<file path="config.mk">
export PLATFORM = sky130hd
export DESIGN_NAME = rom_burst_reader
export DESIGN_NICKNAME = d
export VERILOG_FILES = /design/src/rtl/rom_burst_reader.sv
export SDC_FILE = /design/constraint.sdc
export NUM_CORES = 1
export LEC_CHECK = 0
export ABC_AREA = 0
export CAP_MARGIN = 25
export CORE_ASPECT_RATIO = 0.75
export CORE_MARGIN = 4
export CORE_UTILIZATION = 30
export CTS_CLUSTER_SIZE = 28
export DETAILED_ROUTE_END_ITERATION = 8
export PLACE_DENSITY = 0.6
export SLEW_MARGIN = 10
export SYNTH_ARGS = -nofsm -noshare
export SYNTH_HDL_FRONTEND = slang
export SYNTH_SLANG_ARGS = --single-unit
</file>
<file path="constraint.sdc">
create_clock -name clk -period 5.3 [get_ports clk]
set_input_delay 1.06 -clock clk [delete_from_list [all_inputs] [get_ports clk]]
set_output_delay 1.06 -clock clk [all_outputs]
set_load 0.03 [all_outputs]
</file>
<file path="src/rtl/rom_burst_reader.sv">
// rtl/rom_burst_reader.sv - burst reader that streams bytes from a combinational ROM
// One byte per cycle under backpressure; out-of-range bursts are rejected with an err pulse.
module rom_burst_reader #(
  parameter int MAX_ADDR = 20000
) (
  input  logic        clk,
  input  logic        rst,
  input  logic        cmd_valid,
  output logic        cmd_ready,
  input  logic [15:0] cmd_addr,
  input  logic [7:0]  cmd_len,
  output logic [15:0] rom_address,
  output logic        rom_ce,
  output logic        rom_read_en,
  input  logic [7:0]  rom_data,
  output logic        out_valid,
  input  logic        out_ready,
  output logic [7:0]  out_data,
  output logic        out_last,
  input  logic        abort,
  output logic        busy,
  output logic        err
);

  typedef enum logic [1:0] {IDLE, FETCH, SEND} state_t;

  state_t      r_state;
  logic [15:0] r_cur_addr;
  logic [8:0]  r_remaining;
  logic [7:0]  r_out_data;
  logic        r_out_valid;
  logic        r_out_last;
  logic        r_err;

  logic [8:0]  w_len;
  logic [16:0] w_end;
  logic        w_in_range;
  logic        w_fetch;

  // 17-bit end address so a start near 0xFFFF cannot wrap into range
  assign w_len      = (cmd_len == 8'd0) ? 9'd256 : {1'b0, cmd_len};
  assign w_end      = {1'b0, cmd_addr} + {8'd0, w_len} - 17'd1;
  assign w_in_range = (w_end <= 17'(MAX_ADDR));

  assign w_fetch = !rst && ((r_state == FETCH) ||
                            (r_state == SEND && out_ready && !r_out_last && !abort));

  assign cmd_ready   = !rst && (r_state == IDLE);
  assign busy        = !rst && (r_state != IDLE);
  assign rom_ce      = w_fetch;
  assign rom_read_en = w_fetch;
  assign rom_address = r_cur_addr;
  assign out_valid   = r_out_valid;
  assign out_data    = r_out_data;
  assign out_last    = r_out_last;
  assign err         = r_err;

  always_ff @(posedge clk) begin
    if (rst) begin
      r_state     <= IDLE;
      r_cur_addr  <= 16'd0;
      r_remaining <= 9'd0;
      r_out_data  <= 8'd0;
      r_out_valid <= 1'b0;
      r_out_last  <= 1'b0;
      r_err       <= 1'b0;
    end else begin
      r_err <= 1'b0;
      case (r_state)
        IDLE: begin
          if (cmd_valid) begin
            if (w_in_range) begin
              r_cur_addr  <= cmd_addr;
              r_remaining <= w_len;
              r_state     <= FETCH;
            end else begin
              r_err <= 1'b1;
            end
          end
        end
        FETCH, SEND: begin
          if (abort) begin
            r_state     <= IDLE;
            r_out_valid <= 1'b0;
            r_out_last  <= 1'b0;
          end else if (w_fetch) begin
            r_out_data  <= rom_data;
            r_out_valid <= 1'b1;
            r_out_last  <= (r_remaining == 9'd1);
            r_remaining <= r_remaining - 9'd1;
            // address parks on the final byte so it never passes MAX_ADDR
            if (r_remaining != 9'd1) r_cur_addr <= r_cur_addr + 16'd1;
            r_state     <= SEND;
          end else if (out_ready) begin
            r_state     <= IDLE;
            r_out_valid <= 1'b0;
            r_out_last  <= 1'b0;
          end
        end
        default: r_state <= IDLE;
      endcase
    end
  end

endmodule

</file>
---- After elaboration in Yosys (flattened, before gate mapping) ----
Index checks and enable logic that the tools add are counted.
word-level totals
  output and inout port bits .............. 31
  input bits .............................. 37
  logic and storage cells ................. 71
  register bits after elaboration ......... 38
operators by class
  bitwise logic cells ..................... 3
  reductions and logical operators ........ 22
  order comparisons ....................... 1
  equality and inequality tests ........... 10
  mux-type cells .......................... 24
  add/subtract/negate cells ............... 4
operators with widths
  cell                                                    number
  two-way mux 16 bit                                      5
  two-way mux 9 bit                                       5
  case mux 16 bit (2 select lines)                        1
  case mux 9 bit (2 select lines)                         1
  adder 16 x 9 -> 17 bit                                  1
  <= comparator 17 x 15 -> 1 bit (second input constant)  1
  subtractor 17 x 1 -> 17 bit (second input constant)     1
  adder 16 x 1 -> 16 bit (second input constant)          1
  two-way mux 2 bit                                       5
  != test 2 bit (second input constant)                   5
  equality test 9 x 1 -> 1 bit (second input constant)    1
  != test 9 x 1 -> 1 bit (second input constant)          1
  subtractor 9 x 1 -> 9 bit (second input constant)       1
  logical NOT 8 bit                                       1
  logical AND 1 bit                                       6
  two-way mux 1 bit                                       6
  AND reduction 3 bit                                     2
  AND reduction 6 bit                                     1
  AND reduction 5 bit                                     1
  != test 4 bit (second input constant)                   1
  case mux 2 bit (2 select lines)                         1
  nonzero test 2 bit                                      2
  logical NOT 1 bit                                       3
  inverter 1 bit                                          3
  other kinds (8)                                         8

---- Depth between registers and ports, before layout ----
Gate-level depths: netlist of the first run.
  depth in word-level cells ............... 9
  mapped depth ............................ 17
  depth with buffers taken out ............ 15

---- Worst setup path before layout of the first run ----
Ideal clock, no wire load.
  kind .................................... in2reg
  start ................................... input port cmd_addr[1]
  end ..................................... register r_cur_addr[0], in the netlist rom_address[0]
  path buffers ............................ 0
  setup slack ............................. 1,144 ps
  required time ........................... 5,230 ps
  arrival ................................. 4,085 ps
  library setup time ...................... 70 ps
  stages on the path ...................... 15
  cells stage by stage .................... inv_1 ha_1 inv_1 ha_1 fa_1 a21o_1 a221oi_4 nor3b_1 o32ai_1 xor2_1 o311ai_1 a21oi_2 a21oi_2 or4_1 a21oi_1
between the ends
  cells in the longest elaborated chain, start to end .. 5
ends and longest elaborated chain
  item                            line  source
  start: declaration              10    input logic [15:0] cmd_addr,
  adder 16 x 9 -> 17 bit          42    assign w_end = {1'b0, cmd_addr} + {8'd0, w_len} - 17'd1;
  subtractor 17 x 1 -> 17 bit     42
  <= comparator 17 x 15 -> 1 bit  43    assign w_in_range = (w_end <= 17'(MAX_ADDR));
  != test 2 bit (no line)         -
  AND reduction 6 bit (no line)   -
  end signal: assignment          73    r_cur_addr <= cmd_addr;
  end signal: assignment          92    if (r_remaining != 9'd1) r_cur_addr <= r_cur_addr + 16'd1;
  end: declaration                28    logic [15:0] r_cur_addr;
Every way passes these cells.
A chain may end at the register's enable or synchronous reset.

---- Worst setup path in the final report of the first run ----
  start ................................... input port cmd_len[5]
  end ..................................... register r_cur_addr[3], in the netlist rom_address[3]
between the ends
  cells in the longest elaborated chain, start to end .. 7
ends and longest elaborated chain
  item                                line  source
  start: declaration                  11    input logic [7:0] cmd_len,
  logical NOT 8 bit                   41    assign w_len = (cmd_len == 8'd0) ? 9'd256 : {1'b0, cmd_len};
  two-way mux 9 bit (*)               41
  adder 16 x 9 -> 17 bit (*)          42
  subtractor 17 x 1 -> 17 bit (*)     42
  <= comparator 17 x 15 -> 1 bit (*)  43
  != test 2 bit (no line) (*)         -
  AND reduction 6 bit (no line) (*)   -
Every way passes the cells marked *; elsewhere a longest branch is shown, timed or not.

==> out/results.ini, run 1 <==
[status]
outcome=finished, final reports clean

[final_layout]
instances_no_fill=621
area_growth_pct=30.9
stdcell_area_um2=4110
drive_above_1_share_pct=4.12
nets=553
num_antenna_cells=0

[synthesis]
synth-async-reset-ratio_pct=0
yosysTopAreaCell=dfxtp_1
synth_warnings=0
synthTopCellsByCount=58 x inv_1, 40 x nor2_1, 38 x dfxtp_1, 33 x a21oi_1, 32 x nand2_1
synth-seq-cells=38
netlist.area_leader.share_pct=24.2
yosys.cell_types.count=51
netlist_area_um2=3140
synth-main-ff-cell=dfxtp_1
synth.most_common_cell=inv_1
synth_cells=423
yosysSeqAreaShare_pct=24.2
syn_nets=492
syn_area_per_cell_um2=7.42
ys_top_cells_by_area=dfxtp_1 24%, ha_1 12%, inv_1 6.9%
synth-edff-count=0

[route]
post_drt_wl_per_cell_um=14.7
first_iter_violations=238
avgViaCountPerCell=5.28
ant_nets=0
post-route-drc-count=0
routed_wirelength_um=9160
drtPass1Iterations=5
num_vias=3279

[timing]
drv_slew=0
fin_crit_sh_pct=92.5
setup_viol=0
max_slew_margin_pct=53.6
clock_skew_ps=6.61
hold_violations=0
fin_setup_tns_ps=0
period_minus_slack_ps=4900
rsz0062_at_grt=false
worst_slew_pin_slew_ps=696
fmax_mhz=204

[floorplanning]
ioPinCount=68
die_x_um=126
start_util_pct=30.6
die-area_um2=12200
rows=32
coreArea_um2=10200
die_h_um=96.6

[placement]
place_inst=613
place_area_um2=3950
gp_congestion=0.843
portBuffers=67
dp_hpwl_um=7200

[power_and_ir_drop]
leakage_nw=1.68
swShare_pct=33.1
pwr-share-seq_pct=31.6
p_int_mw=0.668
power_mw=0.998
power_density_nw_per_um2=243
p_clk_share_pct=34.1
ir_worst_vdd_v=0.000144
switchingPower_mw=0.330
p_comb_share_pct=34.3

[critical_path]
crit_fanout=9
crit_path_end_kind=flip-flop
arrival_ps=5080
cp_cell_sequence=clkdlybuf4s50_1 > nor4_1 > nand2_1 > ha_1 > inv_1 > ha_1 > a21oi_1 > o21ai_0 > and2_1 > o32ai_1 > xor2_1 > o311ai_1 > a21oi_2 > a21oi_2 > or4_1 > o311ai_0
slowest_stage=or4_1
worstPathRequired_ps=5470
critPathMaxStageDelay_ps=520
startpoint_type=primary input
criticalPathCategory=primary input to flip-flop
path_delay_family=compound AO/OA/AOI/OAI gates
path_buf_inv=2

[clocking]
cts_tree=built
hold_buffers=0
insertion_delay_ps=280
numCtsBuffers=5
cts_buffer_depth=2
root_buffer=clkbuf_16
cts_max_level=2
clock_sinks=38
cts_setup_buffers=0
clk_pin_slew_ps=60
cts_resized=0

[global_route]
grt_pass1_vias=2972
grtUsageMet2_pct=21.4
gr-usage-met3_pct=2.97
top_usage_layer=met1
grt_usage_pct=14.9
grt_max_degree=52
antenna_found_initial=0
grt_overflow=0
met1_usage_pct=22.7
grt_first_pass_wirelength_um=14900

[run]
drv_cap=0

[worst_hold_path]
min-delay-path-class=flip-flop to flip-flop

==> cells by family (layout without fill, tap and decap cells) <==
family / after synthesis / in the layout / synth area share [%]
fa+ha+maj: 32 / 32 / 13.0
compound gates: 127 / 127 / 27.7
simple gates: 129 / 129 / 19.6
mux: 10 / 10 / 3.19
xor+xnor: 10 / 10 / 2.79
buf+inv: 77 / 139 / 9.45
flops: 38 / 38 / 24.2
==> area by class of cell <==
| cell class | count | area (µm²) |
|---|---|---|
| clock inverters | 1 | 30.0 |
| fillers | 1091 | 6140 |
| multi-input cells | 308 | 2080 |
| repair buffers | 73 | 716 |
| clock buffers | 7 | 133 |
| well taps | 136 | 170 |
| inverters | 58 | 218 |
| flip-flops and latches | 38 | 761 |
==> final timing paths <==
path	start	end	slack [ps]	cells after the start
max	cmd_len[5]	rom_address[3]	400	16
min	out_valid	out_valid	460	2
max reg2reg	r_state[0]	rom_address[3]	2290	8
min reg2reg	out_valid	out_valid	460	2
==> per-layer routing <==
layer | vias to the layer above | routed length, µm
li1 | 1637 | -
met4 | 0 | 72
met3 | 9 | 534
met2 | 100 | 3730
met5 | - | 0
met1 | 1533 | 4820
==> placed cells by master, fill, tap and decap left out, drive strengths merged, types with 7 or more instances in the layout <==
cell type / netlist / routed
dfxtp: 38 / 38
inv: 58 / 58
a211oi: 11 / 11
mux2i: 10 / 10
clkbuf: 13 / 7
a31oi: 10 / 10
a21oi: 36 / 36
o21ai: 25 / 25
nor2: 40 / 40
xor2: 7 / 7
nand2: 32 / 32
clkdlybuf4s50: 0 / 67
nor3: 13 / 13
o32ai: 11 / 11
ha: 31 / 31
nand3: 12 / 12
a21o: 7 / 7
==> sequential cells by signal (all words and copies together) (netlist names) <==
register,cells
r_state,2
r_remaining,9
out_last,1
out_valid,1
rom_address,16
err,1
out_data,8
==> power groups by stage <==
stage	Clock (mW)	Combinational, mW	Sequential [mW]
2_1_floorplan	0	0.216	0.335
3_3_place_gp	0	0.338	0.321
3_5_place_dp	0	0.339	0.321
4_1_cts	0.344	0.341	0.315
5_1_grt	0.354	0.378	0.318
6_report	0.340	0.343	0.315
==> stage by stage <==
step                      util [%]  setup slack [ps]  hold slack [ps]
final                         40.1               396              463
after detailed placement      38.5               152              451
after global placement        38.5               211              446
after CTS                     40.1               427              464
after floorplan                  -              1140              445
after global routing          40.1              17.7              488
==> worst register-to-register path: cells and delay by family (launching register included) <==
family / cells / cell delay [ps]
and+or+nand+nor: 2 / 1030
AOI/OAI and AO/OA: 3 / 710
buffers and inverters: 2 / 490
DFF: 1 / 380
adders and majority gates: 1 / 270
(Power assumes the default switching activity.)
==> inputs of run 2 (changes only) <==
--- a/config.mk
+++ b/config.mk
@@ -7,9 +7,9 @@
 export LEC_CHECK = 0
 export ABC_AREA = 0
 export CAP_MARGIN = 25
-export CORE_ASPECT_RATIO = 0.75
 export CORE_MARGIN = 4
 export CORE_UTILIZATION = 30
+export CTS_BUF_LIST = sky130_fd_sc_hd__clkbuf_8
 export CTS_CLUSTER_SIZE = 28
 export DETAILED_ROUTE_END_ITERATION = 8
 export PLACE_DENSITY = 0.6
==> run 2 against run 1 <==
Setup slack improved by 11 ps. Via count fell by 0.21%. Combinational power fell by 1%. Non-clock buffer count did not move. Fmax rose by 0.22%. Wire length rose by 0.84%. Global-route usage rose by 0.18 points. Largest cell class unchanged. Critical path depth rose by 1. Sequential cell count did not move.
==> out/results.ini, run 2 (synthesis gave the netlist of run 1 again) <==
[timing]
rsz0062_at_grt=false
clock_skew_ps=4.07  ; -2.54 ps
max_slew_margin_pct=52.8  ; -0.74 points
worst_slew_pin_slew_ps=707  ; +11.1 ps
fin_setup_tns_ps=0  ; unchanged
drv_slew=0  ; unchanged
fmax_mhz=204  ; +0.22%
whs_ps=463  ; +0.528 ps
setup_viol=0  ; unchanged
period_minus_slack_ps=4890  ; -11.0 ps
fin_crit_sh_pct=92.3  ; -0.21 points
hold_violations=0  ; unchanged

[clocking]
cts_resized=0  ; unchanged
cts_tree=built
cts_max_level=2  ; unchanged
cts_setup_buffers=0  ; unchanged
clock_sinks=38  ; unchanged
clk_pin_slew_ps=80  ; +20 ps
cts_buffer_depth=2  ; unchanged
root_buffer=clkbuf_8
numCtsBuffers=5  ; unchanged
insertion_delay_ps=290  ; about the same
hold_buffers=0  ; unchanged

[critical_path]
cp-startpoint=cmd_len[1]
r2r-end=rom_address[12]
critPathMaxStageDelay_ps=510  ; about the same
worstPathRequired_ps=5500  ; +30 ps
path_delay_family=compound AO/OA/AOI/OAI gates
slowest_stage=clkdlybuf4s50_1
path_buf_inv=4  ; +2
cp.depth=17  ; +1
crit_end=rom_address[7]
reg2reg_depth=8  ; unchanged
r2r_slack_ps=2200  ; -90 ps
crit_fanout=10  ; +1
arrival_ps=5090  ; about the same
criticalPathCategory=primary input to flip-flop
crit_path_end_kind=flip-flop
r2r_start=r_state[0]
startpoint_type=primary input
cp_cell_sequence=clkdlybuf4s50_1 > inv_1 > ha_1 > inv_1 > ha_1 > fa_1 > a21o_1 > a221oi_4 > o21ai_0 > xnor2_1 > a2bb2oi_1 > o311ai_1 > a21oi_2 > a21oi_2 > buf_4 > a211oi_1 > o32ai_1

[floorplanning]
coreArea_um2=10300  ; +0.27%
die_x_um=110  ; -13%
rows=37  ; +16%
die-area_um2=12200  ; -0.14%
start_util_pct=30.5  ; -0.082 points
die_h_um=110  ; +14%
ioPinCount=68  ; unchanged

[final_layout]
largest_reg_flops=16  ; unchanged
nets=553  ; unchanged
num_antenna_cells=0  ; unchanged
instances_no_fill=621  ; unchanged
mostFrequentLayoutCell=clkdlybuf4s50_1
mostFrequentLayoutCells=67 x clkdlybuf4s50_1, 59 x inv_1, 40 x nor2_1, 38 x dfxtp_1, 33 x a21oi_1
drive_above_1_share_pct=4.33  ; +0.21 points
area_growth_pct=28.6

[power_and_ir_drop]
swShare_pct=36.6  ; +3.5 points
p_comb_share_pct=39.3  ; +5.0 points
pwr-share-seq_pct=36.6  ; +5.0 points
ir_worst_vdd_v=0.000102  ; -29%
power_density_nw_per_um2=213  ; -12%
p_clk_share_pct=24.0  ; -10 points
leakage_nw=1.65  ; -1.5%
switchingPower_mw=0.315  ; -4.4%
p_int_mw=0.547  ; -18%

[run]
drv_cap=0  ; unchanged

[placement]
portBuffers=67  ; unchanged
gp_congestion=0.912  ; +8.2%
place_inst=613  ; unchanged
dp_hpwl_um=7190  ; -0.12%

[global_route]
grt_usage_pct=15.1  ; +0.18 points
grt_pass1_vias=3008  ; +1.2%
grt_max_degree=51  ; -1.9%
antenna_found_initial=0  ; unchanged
grt_overflow=0  ; unchanged
grt_first_pass_wirelength_um=14800  ; -0.46%

[worst_hold_path]
min-delay-path-class=flip-flop to flip-flop

[route]
first_iter_violations=215  ; -9.7%
avgViaCountPerCell=5.27  ; -0.21%
post-route-drc-count=0  ; unchanged
drtPass1Iterations=5  ; unchanged
routed_wirelength_um=9240  ; +0.84%
post_drt_wl_per_cell_um=14.9  ; +0.84%
num_vias=3272  ; -0.21%
ant_nets=0  ; unchanged

[status]
outcome=finished, final reports clean

==> run 2: cell count changes in the layout (fill, tap and decap cells not counted) <==
cell,previous run,this run
clkinv_2,0,1
clkbuf_1,2,0
bufinv_16,1,0
clkbuf_8,0,6
inv_1,58,59
clkbuf_16,5,0
==> run 2: worst min path at each step <==
| stage | start | slack (ps) | depth (start not counted) | to |
|---|---|---|---|---|
| 2_1_floorplan | r_remaining[1] | 450 | 2 | r_remaining[1] |
| 3_3_place_gp | out_valid | 450 | 2 | out_valid |
| 3_5_place_dp | out_valid | 460 | 2 | out_valid |
| 4_1_cts | out_valid | 470 | 2 | out_valid |
| 5_1_grt | out_valid | 490 | 2 | out_valid |
| 6_report | out_valid | 460 | 2 | out_valid |
==> run 2: cell type report <==
class,instances,area (µm²)
Multi-Input combinational cell,308,2080
Fill cell,1084,6240
Sequential cell,38,761
Tap cell,136,170
Inverter,58,218
Clock inverter,2,8.76
Clock buffer,6,82.6
Timing Repair Buffer,73,716
==> run 2: through the flow <==
| step | instance area [µm²] | worst slack [ps] | power, mW | utilization, % |
|---|---|---|---|---|
| after floorplan | 3140 | 1140 | 0.551 | - |
| after global placement | 3950 | 160 | 0.654 | 38.4 |
| after detailed placement | 3950 | 124 | 0.659 | 38.4 |
| after CTS | 4040 | 438 | 0.867 | 39.3 |
| after global routing | 4040 | 92.6 | 0.919 | 39.3 |
| final | 4040 | 407 | 0.862 | 39.3 |
==> run 2: power by group through the flow <==
stage | Sequential (mW) | Clock, mW | Combinational (mW)
after floorplan | 0.335 | 0 | 0.216
after global placement | 0.321 | 0 | 0.333
after detailed placement | 0.322 | 0 | 0.337
after CTS | 0.315 | 0.213 | 0.339
after global routing | 0.318 | 0.226 | 0.375
final | 0.316 | 0.207 | 0.339
==> run 2: tightest hold or removal path: stages (launching register included) <==
cell and delay (ps):
dfxtp_1 320, nand2_1 50, a21oi_1 50
==> run 2: per-layer routing <==
metal / track usage (%) / wire length, µm
met1: 22.2 / 4330
met2: 23.5 / 4180
met3: 2.10 / 639
met4: 2.90 / 94
met5: 0 / 0
